### src/rtl/mdio_phy_responder.sv
// MDIO Clause-22 PHY-side responder.
// MDC/MDIO/link are oversampled in the i_sysclk domain. A small register file is
// held here, and MDIO is driven during read turnaround and data. The pin
// tri-state is built one level up from o_mdio/o_mdio_oe.
module mdio_phy_responder #(
  parameter logic [4:0]  P_PHY_ADDR    = 5'b00001,
  parameter int          P_PRE_LEN     = 32,
  parameter logic [15:0] P_REG0_INIT   = 16'h0140,
  parameter logic [15:0] P_STATUS_BASE = 16'h7949,
  parameter logic [15:0] P_PHY_ID1     = 16'h0141,
  parameter logic [15:0] P_PHY_ID2     = 16'h0DD1
) (
  input  logic        i_sysclk,
  input  logic        i_sysrst,
  input  logic        i_mdc,
  input  logic        i_mdio,
  output logic        o_mdio,
  output logic        o_mdio_oe,
  input  logic        i_link,
  output logic [15:0] o_ctrl_reg,
  output logic        o_wr_pulse,
  output logic [4:0]  o_wr_addr,
  output logic        o_frame_err
);

  localparam int PRE_W = $clog2(P_PRE_LEN + 1);
  localparam logic [PRE_W-1:0] PRE_MAX = PRE_W'(P_PRE_LEN);
  localparam logic [PRE_W-1:0] PRE_ONE = PRE_W'(1);

  typedef enum logic [2:0] {
    ST_IDLE  = 3'd0,
    ST_ST1   = 3'd1,
    ST_OP    = 3'd2,
    ST_PHYAD = 3'd3,
    ST_REGAD = 3'd4,
    ST_TA    = 3'd5,
    ST_DATA  = 3'd6
  } state_t;

  // Synchroniser and edge-detect registers
  logic mdc_meta_r, mdc_sync_r, mdc_prev_r;
  logic mdio_meta_r, mdio_sync_r;
  logic link_meta_r, link_sync_r;
  logic mdc_rise_s;

  // Frame decoder state
  state_t           state_r, state_nxt;
  logic [3:0]       bit_cnt_r, bit_cnt_nxt;
  logic [PRE_W-1:0] pre_cnt_r, pre_cnt_nxt;
  logic             is_rd_r, is_rd_nxt;
  logic [4:0]       phyad_r, phyad_nxt;
  logic [4:0]       regad_r, regad_nxt;
  logic             match_r, match_nxt;
  logic [15:0]      shift_r, shift_nxt;
  logic             mdio_r, mdio_nxt;
  logic             oe_r, oe_nxt;
  logic             ferr_r, ferr_nxt;
  logic             commit_s;
  logic [15:0]      commit_data_s;

  // Register file
  logic [15:0]      reg0_r;
  logic [3:0][15:0] scratch_r;
  logic             wr_pulse_r;
  logic [4:0]       wr_addr_r;

  // Read value for a register address; reg0 bit15 (self-clearing reset) always reads 0
  function automatic logic [15:0] read_mux(input logic [4:0] addr, input logic [15:0] reg0,
                                           input logic link, input logic [3:0][15:0] scr);
    case (addr)
      5'd0:                    read_mux = {1'b0, reg0[14:0]};
      5'd1:                    read_mux = {P_STATUS_BASE[15:3], link, P_STATUS_BASE[1:0]};
      5'd2:                    read_mux = P_PHY_ID1;
      5'd3:                    read_mux = P_PHY_ID2;
      5'd4, 5'd5, 5'd6, 5'd7:  read_mux = scr[addr[1:0]];
      default:                 read_mux = 16'h0000;
    endcase
  endfunction

  // Only reg0 and the scratch registers 4-7 accept writes
  function automatic logic is_writable(input logic [4:0] addr);
    is_writable = (addr == 5'd0) || (addr[4:2] == 3'b001);
  endfunction

  assign mdc_rise_s = mdc_sync_r & ~mdc_prev_r;

  // Two-flop synchronisers for the asynchronous pins plus MDC edge history
  always_ff @(posedge i_sysclk) begin
    if (i_sysrst) begin
      mdc_meta_r  <= 1'b0;
      mdc_sync_r  <= 1'b0;
      mdc_prev_r  <= 1'b0;
      mdio_meta_r <= 1'b0;
      mdio_sync_r <= 1'b0;
      link_meta_r <= 1'b0;
      link_sync_r <= 1'b0;
    end else begin
      mdc_meta_r  <= i_mdc;
      mdc_sync_r  <= mdc_meta_r;
      mdc_prev_r  <= mdc_sync_r;
      mdio_meta_r <= i_mdio;
      mdio_sync_r <= mdio_meta_r;
      link_meta_r <= i_link;
      link_sync_r <= link_meta_r;
    end
  end

  // Decoder state register and registered MDIO drive / error pulse
  always_ff @(posedge i_sysclk) begin
    if (i_sysrst) begin
      state_r   <= ST_IDLE;
      bit_cnt_r <= 4'd0;
      pre_cnt_r <= '0;
      is_rd_r   <= 1'b0;
      phyad_r   <= 5'd0;
      regad_r   <= 5'd0;
      match_r   <= 1'b0;
      shift_r   <= 16'h0000;
      mdio_r    <= 1'b0;
      oe_r      <= 1'b0;
      ferr_r    <= 1'b0;
    end else begin
      state_r   <= state_nxt;
      bit_cnt_r <= bit_cnt_nxt;
      pre_cnt_r <= pre_cnt_nxt;
      is_rd_r   <= is_rd_nxt;
      phyad_r   <= phyad_nxt;
      regad_r   <= regad_nxt;
      match_r   <= match_nxt;
      shift_r   <= shift_nxt;
      mdio_r    <= mdio_nxt;
      oe_r      <= oe_nxt;
      ferr_r    <= ferr_nxt;
    end
  end

  // Next-state / output decode; everything advances only on a synchronised MDC rise
  always_comb begin
    state_nxt     = state_r;
    bit_cnt_nxt   = bit_cnt_r;
    pre_cnt_nxt   = pre_cnt_r;
    is_rd_nxt     = is_rd_r;
    phyad_nxt     = phyad_r;
    regad_nxt     = regad_r;
    match_nxt     = match_r;
    shift_nxt     = shift_r;
    mdio_nxt      = mdio_r;
    oe_nxt        = oe_r;
    ferr_nxt      = 1'b0;
    commit_s      = 1'b0;
    commit_data_s = {shift_r[14:0], mdio_sync_r};
    if (mdc_rise_s) begin
      case (state_r)
        ST_IDLE: begin
          if (mdio_sync_r) begin
            if (pre_cnt_r < PRE_MAX) begin
              pre_cnt_nxt = pre_cnt_r + PRE_ONE;
            end else begin
              pre_cnt_nxt = PRE_MAX;
            end
          end else if (pre_cnt_r >= PRE_MAX) begin
            state_nxt   = ST_ST1;
            pre_cnt_nxt = '0;
          end else begin
            pre_cnt_nxt = '0;
          end
        end
        ST_ST1: begin
          if (mdio_sync_r) begin
            state_nxt   = ST_OP;
            bit_cnt_nxt = 4'd0;
          end else begin
            ferr_nxt  = 1'b1;
            state_nxt = ST_IDLE;
          end
        end
        ST_OP: begin
          // First OP bit is 1 for a read (10) and 0 for a write (01); equal bits are illegal
          if (bit_cnt_r == 4'd0) begin
            is_rd_nxt   = mdio_sync_r;
            bit_cnt_nxt = 4'd1;
          end else if (is_rd_r != mdio_sync_r) begin
            state_nxt   = ST_PHYAD;
            bit_cnt_nxt = 4'd0;
          end else begin
            ferr_nxt  = 1'b1;
            state_nxt = ST_IDLE;
          end
        end
        ST_PHYAD: begin
          phyad_nxt = {phyad_r[3:0], mdio_sync_r};
          if (bit_cnt_r == 4'd4) begin
            state_nxt   = ST_REGAD;
            bit_cnt_nxt = 4'd0;
          end else begin
            bit_cnt_nxt = bit_cnt_r + 4'd1;
          end
        end
        ST_REGAD: begin
          regad_nxt = {regad_r[3:0], mdio_sync_r};
          if (bit_cnt_r == 4'd4) begin
            match_nxt   = (phyad_r == P_PHY_ADDR);
            shift_nxt   = read_mux({regad_r[3:0], mdio_sync_r}, reg0_r, link_sync_r, scratch_r);
            state_nxt   = ST_TA;
            bit_cnt_nxt = 4'd0;
          end else begin
            bit_cnt_nxt = bit_cnt_r + 4'd1;
          end
        end
        ST_TA: begin
          if (is_rd_r) begin
            if (bit_cnt_r == 4'd0) begin
              // Station has released the line; drive the TA zero only if addressed
              oe_nxt      = match_r;
              mdio_nxt    = 1'b0;
              bit_cnt_nxt = 4'd1;
            end else begin
              mdio_nxt    = match_r & shift_r[15];
              shift_nxt   = {shift_r[14:0], 1'b0};
              state_nxt   = ST_DATA;
              bit_cnt_nxt = 4'd0;
            end
          end else if (mdio_sync_r == (bit_cnt_r == 4'd0)) begin
            if (bit_cnt_r == 4'd0) begin
              bit_cnt_nxt = 4'd1;
            end else begin
              state_nxt   = ST_DATA;
              bit_cnt_nxt = 4'd0;
            end
          end else begin
            // Bad write turnaround; frames for other PHYs are dropped silently
            ferr_nxt    = match_r;
            state_nxt   = ST_IDLE;
            pre_cnt_nxt = '0;
          end
        end
        ST_DATA: begin
          if (is_rd_r) begin
            if (bit_cnt_r == 4'd15) begin
              oe_nxt   = 1'b0;
              mdio_nxt = 1'b0;
            end else begin
              mdio_nxt  = match_r & shift_r[15];
              shift_nxt = {shift_r[14:0], 1'b0};
            end
          end else begin
            shift_nxt = {shift_r[14:0], mdio_sync_r};
            if (bit_cnt_r == 4'd15) begin
              commit_s = match_r & is_writable(regad_r);
            end else begin
              commit_s = 1'b0;
            end
          end
          if (bit_cnt_r == 4'd15) begin
            state_nxt   = ST_IDLE;
            pre_cnt_nxt = '0;
            bit_cnt_nxt = 4'd0;
          end else begin
            bit_cnt_nxt = bit_cnt_r + 4'd1;
          end
        end
        default: begin
          state_nxt = ST_IDLE;
          oe_nxt    = 1'b0;
          mdio_nxt  = 1'b0;
        end
      endcase
    end else begin
      state_nxt = state_r;
    end
  end

  // Register file update on a committed write; reg0 bit15 triggers a soft reset
  always_ff @(posedge i_sysclk) begin
    if (i_sysrst) begin
      reg0_r     <= P_REG0_INIT;
      scratch_r  <= '0;
      wr_pulse_r <= 1'b0;
      wr_addr_r  <= 5'd0;
    end else begin
      wr_pulse_r <= commit_s;
      if (commit_s) begin
        wr_addr_r <= regad_r;
        if (regad_r == 5'd0) begin
          if (commit_data_s[15]) begin
            reg0_r    <= P_REG0_INIT;
            scratch_r <= '0;
          end else begin
            reg0_r <= {1'b0, commit_data_s[14:0]};
          end
        end else begin
          scratch_r[regad_r[1:0]] <= commit_data_s;
        end
      end
    end
  end

  assign o_mdio      = mdio_r;
  assign o_mdio_oe   = oe_r;
  assign o_frame_err = ferr_r;
  assign o_ctrl_reg  = reg0_r;
  assign o_wr_pulse  = wr_pulse_r;
  assign o_wr_addr   = wr_addr_r;

endmodule

### config.mk
export PLATFORM = sky130hd
export DESIGN_NAME = mdio_phy_responder
export DESIGN_NICKNAME = d
export VERILOG_FILES = /design/src/rtl/mdio_phy_responder.sv
export SDC_FILE = /design/constraint.sdc
export NUM_CORES = 1
export LEC_CHECK = 0
export BUFFER_PORTS_ARGS = -buffer_cell sky130_fd_sc_hd__buf_2
export CAP_MARGIN = 25
export CORE_ASPECT_RATIO = 0.9
export CORE_MARGIN = 5
export CORE_UTILIZATION = 60
export DETAILED_ROUTE_END_ITERATION = 10
export PLACE_DENSITY_LB_ADDON = 0.2
export RECOVER_POWER = 100
export SYNTH_ARGS = -nofsm -noshare
export SYNTH_HDL_FRONTEND = slang
export SYNTH_SLANG_ARGS = --single-unit
export TNS_END_PERCENT = 10
### constraint.sdc
create_clock -name i_sysclk -period 3.5 [get_ports i_sysclk]
set_input_delay 0.525 -clock i_sysclk [delete_from_list [all_inputs] [get_ports i_sysclk]]
set_output_delay 0.525 -clock i_sysclk [all_outputs]
set_load 0.02 [all_outputs]
==> metrics.txt <==
Detailed Place HPWL 10.89 mm; clock network power share about 48%; Min Hold Slack about 0.32 ns; post-synth cell types 60; Num CTS Buffers 17; final period utilization 84.56%; IO Pins 30; Rel. slew slack roughly 17%; max reg flops 64; Nets 737; setup_tns 0 ns; sequential-to-total area share from yosys stat 41.46%; Final WS setup 0.5403 ns; WL per Instance 19.28 microns; Layout fillers 937; Hold Path Class primary input to flop; Max VDD drop 460.7 uV; Layout area overhead 5.887%; Crit-path slowest cell nor3b_1; Post-route DRC 0; final WL ~17 mm; Tightest Pin Transition between 1 and 1.5 ns; part of the power in registers 48.5%; CP peak stage delay between 0.7 and 0.8 ns; buffers added on ports 28; # diodes 0; status finished clean; CP Class flop to flop; Setup crit start kind flop; die height about 110 microns; die area ~13,000 sq um; Setup Skew 0.006722 ns; Final ANT Viol Nets 0; CTS clock-pin slew for the worst setup and hold paths 0.05 ns; pin count of the biggest net entering global routing 65; TritonCTS clock tree built; vias in the first global route ~5,300; ys async rst share 0%; initial antenna violation count 0; Worst-Skew Late Latency around 0.42 ns; Worst R2R Start bit_cnt_r[0]; RSZ-0062 raised after global routing no; Power Density approximately 470 nW/um^2; part of the power in combinational logic 3.3%; first-pass GRT wire length 27.51 mm; Pre-Repair DR Iteration Count 5; Syn. warnings 0; syn_nets around 730; vias per cell between 6 and 7; Max Cap Viol 0; Required @ worst endpoint 3.84 ns; leak pwr 2.260 nW; switching pwr just over 0.0007 W; Netlist Area Pre-Place 6568 sq um; delay-heaviest family, CP simple AND/OR/NAND/NOR gates; Starting Density approximately three fifths; Root Driver clkbuf_16; Max clock buf depth 2; fmax 337.9 MHz; Post-synth EDFFs 0; Slew Viols, Final 0; Critical Path End Type flop; GRT overflow 0; worst-path cell chain inv_1 -> ha_1 -> nor3b_1 -> mux2_1 -> a211o_1 -> or4_1 -> a21oi_1; Cell Area, Placed ~6700 sq um; FF-to-FF setup slack approximately 0.54 ns; H-Tree Depth 4; worst slack, placed approximately 0.66 ns; Final GP Congestion 0.8965; syn_area_per_cell between 9 and 10 sq um; die span in x roughly 120 microns; post-CTS sizing 0; share of layout cells above drive strength 1 under 10%; Final Cell Area 6954 sq um; Cells after Synth about 720; cell row count 36; min Tclk post-route about 3.0 ns; CP max FO 8; Setup Buffers After CTS 0; core area between 10,000 and 15,000 sq um; most used flip-flop cell after synthesis dfxtp_1; placed insts 840; Worst Path Buf+Inv 1; min-delay src i_mdio; CP arrival about 3.3 ns; Detailed Route Iter0 Violations ~630; Final Hold Vio Count 0; Final setup viols 0; Net Sw Frac a little over a fifth; flops & latches, synth 136; hold-fix buffers at CTS 0; P_int approximately 0.0025 W; non-filler cells, final 869; Worst Setup SP bit_cnt_r[0]; Sink Count 136; total vias in the final route approximately 5,600; total track usage a little over a quarter
-- stage by stage --
| step | utilization, % | total power, W |
|---|---|---|
| 6_report | 64.60 | 0.003248 |
| 5_1_grt | 64.60 | 0.003340 |
| 4_1_cts | 66.91 | 0.003263 |
| 3_5_place_dp | 62.26 | 0.001712 |
| 3_3_place_gp | 62.26 | 0.001710 |
| 2_1_floorplan | - | 0.001688 |
-- synthesized netlist by cell type, types with 3 or more instances --
library cell	n	area, sq um
dfxtp_1	136	2723
nand2_1	115	431.7
a21oi_1	78	390.4
nor2_1	40	150.1
clkbuf_1	37	138.9
o21ai_0	30	150.1
o32ai_2	30	488.0
nor3_1	23	115.1
nand3_1	21	105.1
o32ai_1	19	166.4
mux4_2	16	360.4
nand3b_1	16	120.1
buf_2	14	70.07
a211oi_1	11	82.58
mux2i_1	11	110.1
nor2b_1	11	68.82
or2_1	8	50.05
inv_1	7	26.28
nand2b_1	6	37.54
or2_0	6	37.54
and2_1	5	31.28
buf_6	5	56.30
ha_1	5	62.56
nor3b_1	5	37.54
and3_1	4	25.02
nand4_1	4	25.02
a21boi_0	3	22.52
a221oi_1	3	26.28
and3b_1	3	26.28
buf_4	3	22.52
nand2_2	3	18.77
nand4_4	3	63.81
or3_1	3	18.77
or4b_1	3	30.03
-- power groups by stage --
stage	clock, W	combinational [W]	sequential (W)
floorplan	0	0.0000931	0.00159
global placement	0	0.000104	0.00161
detailed placement	0	0.000106	0.00161
CTS	0.00158	0.000106	0.00157
global route	0.00165	0.000117	0.00157
finish	0.00157	0.000106	0.00157
-- worst paths after layout --
check,cells past startpoint,endpoint
worst max-delay path,7,bit_cnt_r[3]
worst min register to register,1,link_sync_r
worst max register to register,7,bit_cnt_r[3]
worst min-delay path,2,mdio_meta_r
-- layout by cell type, fill, tap and decap left out, types with 11 or more instances in the layout --
cell type  synthesis  final
a211oi_1          11     11
a21oi_1           78     78
buf_4              3     14
clkbuf_1          37     32
clkbuf_16          0     17
dfxtp_1          136    135
mux2i_1           11     11
mux4_2            16     16
nand2_1          115    118
nand3_1           21     21
nand3b_1          16     16
nor2_1            40     40
nor2b_1           11     11
nor3_1            23     23
o21ai_0           30     30
o32ai_1           19     43
-- routing by layer --
metal | GRT usage (%) | up-vias | part of all wire, % | wire length [microns]
li1 | - | 2640 | - | -
met1 | 37.40 | 2729 | 45 | 7541
met2 | 39.95 | 249 | 45 | 7544
met3 | 7.832 | 13 | 9.0 | 1515
met4 | 7.686 | 0 | 0.90 | 150
met5 | 0 | - | 0 | 0
-- cells by family after synthesis --
logic type | after synthesis | share of synthesized area (%)
AND/OR/NAND/NOR | 290 | 22.61
AO/OA/AOI/OAI | 190 | 22.06
flip-flops | 136 | 41.46
buffers and inverters | 71 | 5.068
multiplexers | 29 | 7.506
adder cells (fa/ha/maj) | 6 | 1.105
other | 1 | 0.05710
XOR/XNOR | 1 | 0.1334
-- final cells by class --
type                       instances  area [sq um]  area share (%)
multi-input combinational        517          3283           47.21
sequential                       136          2724           39.17
clock buffer                      23         447.9           6.441
timing repair buffer              45         242.7           3.490
tap                              133         166.4           2.393
clock inverter                     5         52.55          0.7557
inverter                          10         37.54          0.5398
Note: power is estimated with default switching activity, not from simulation.
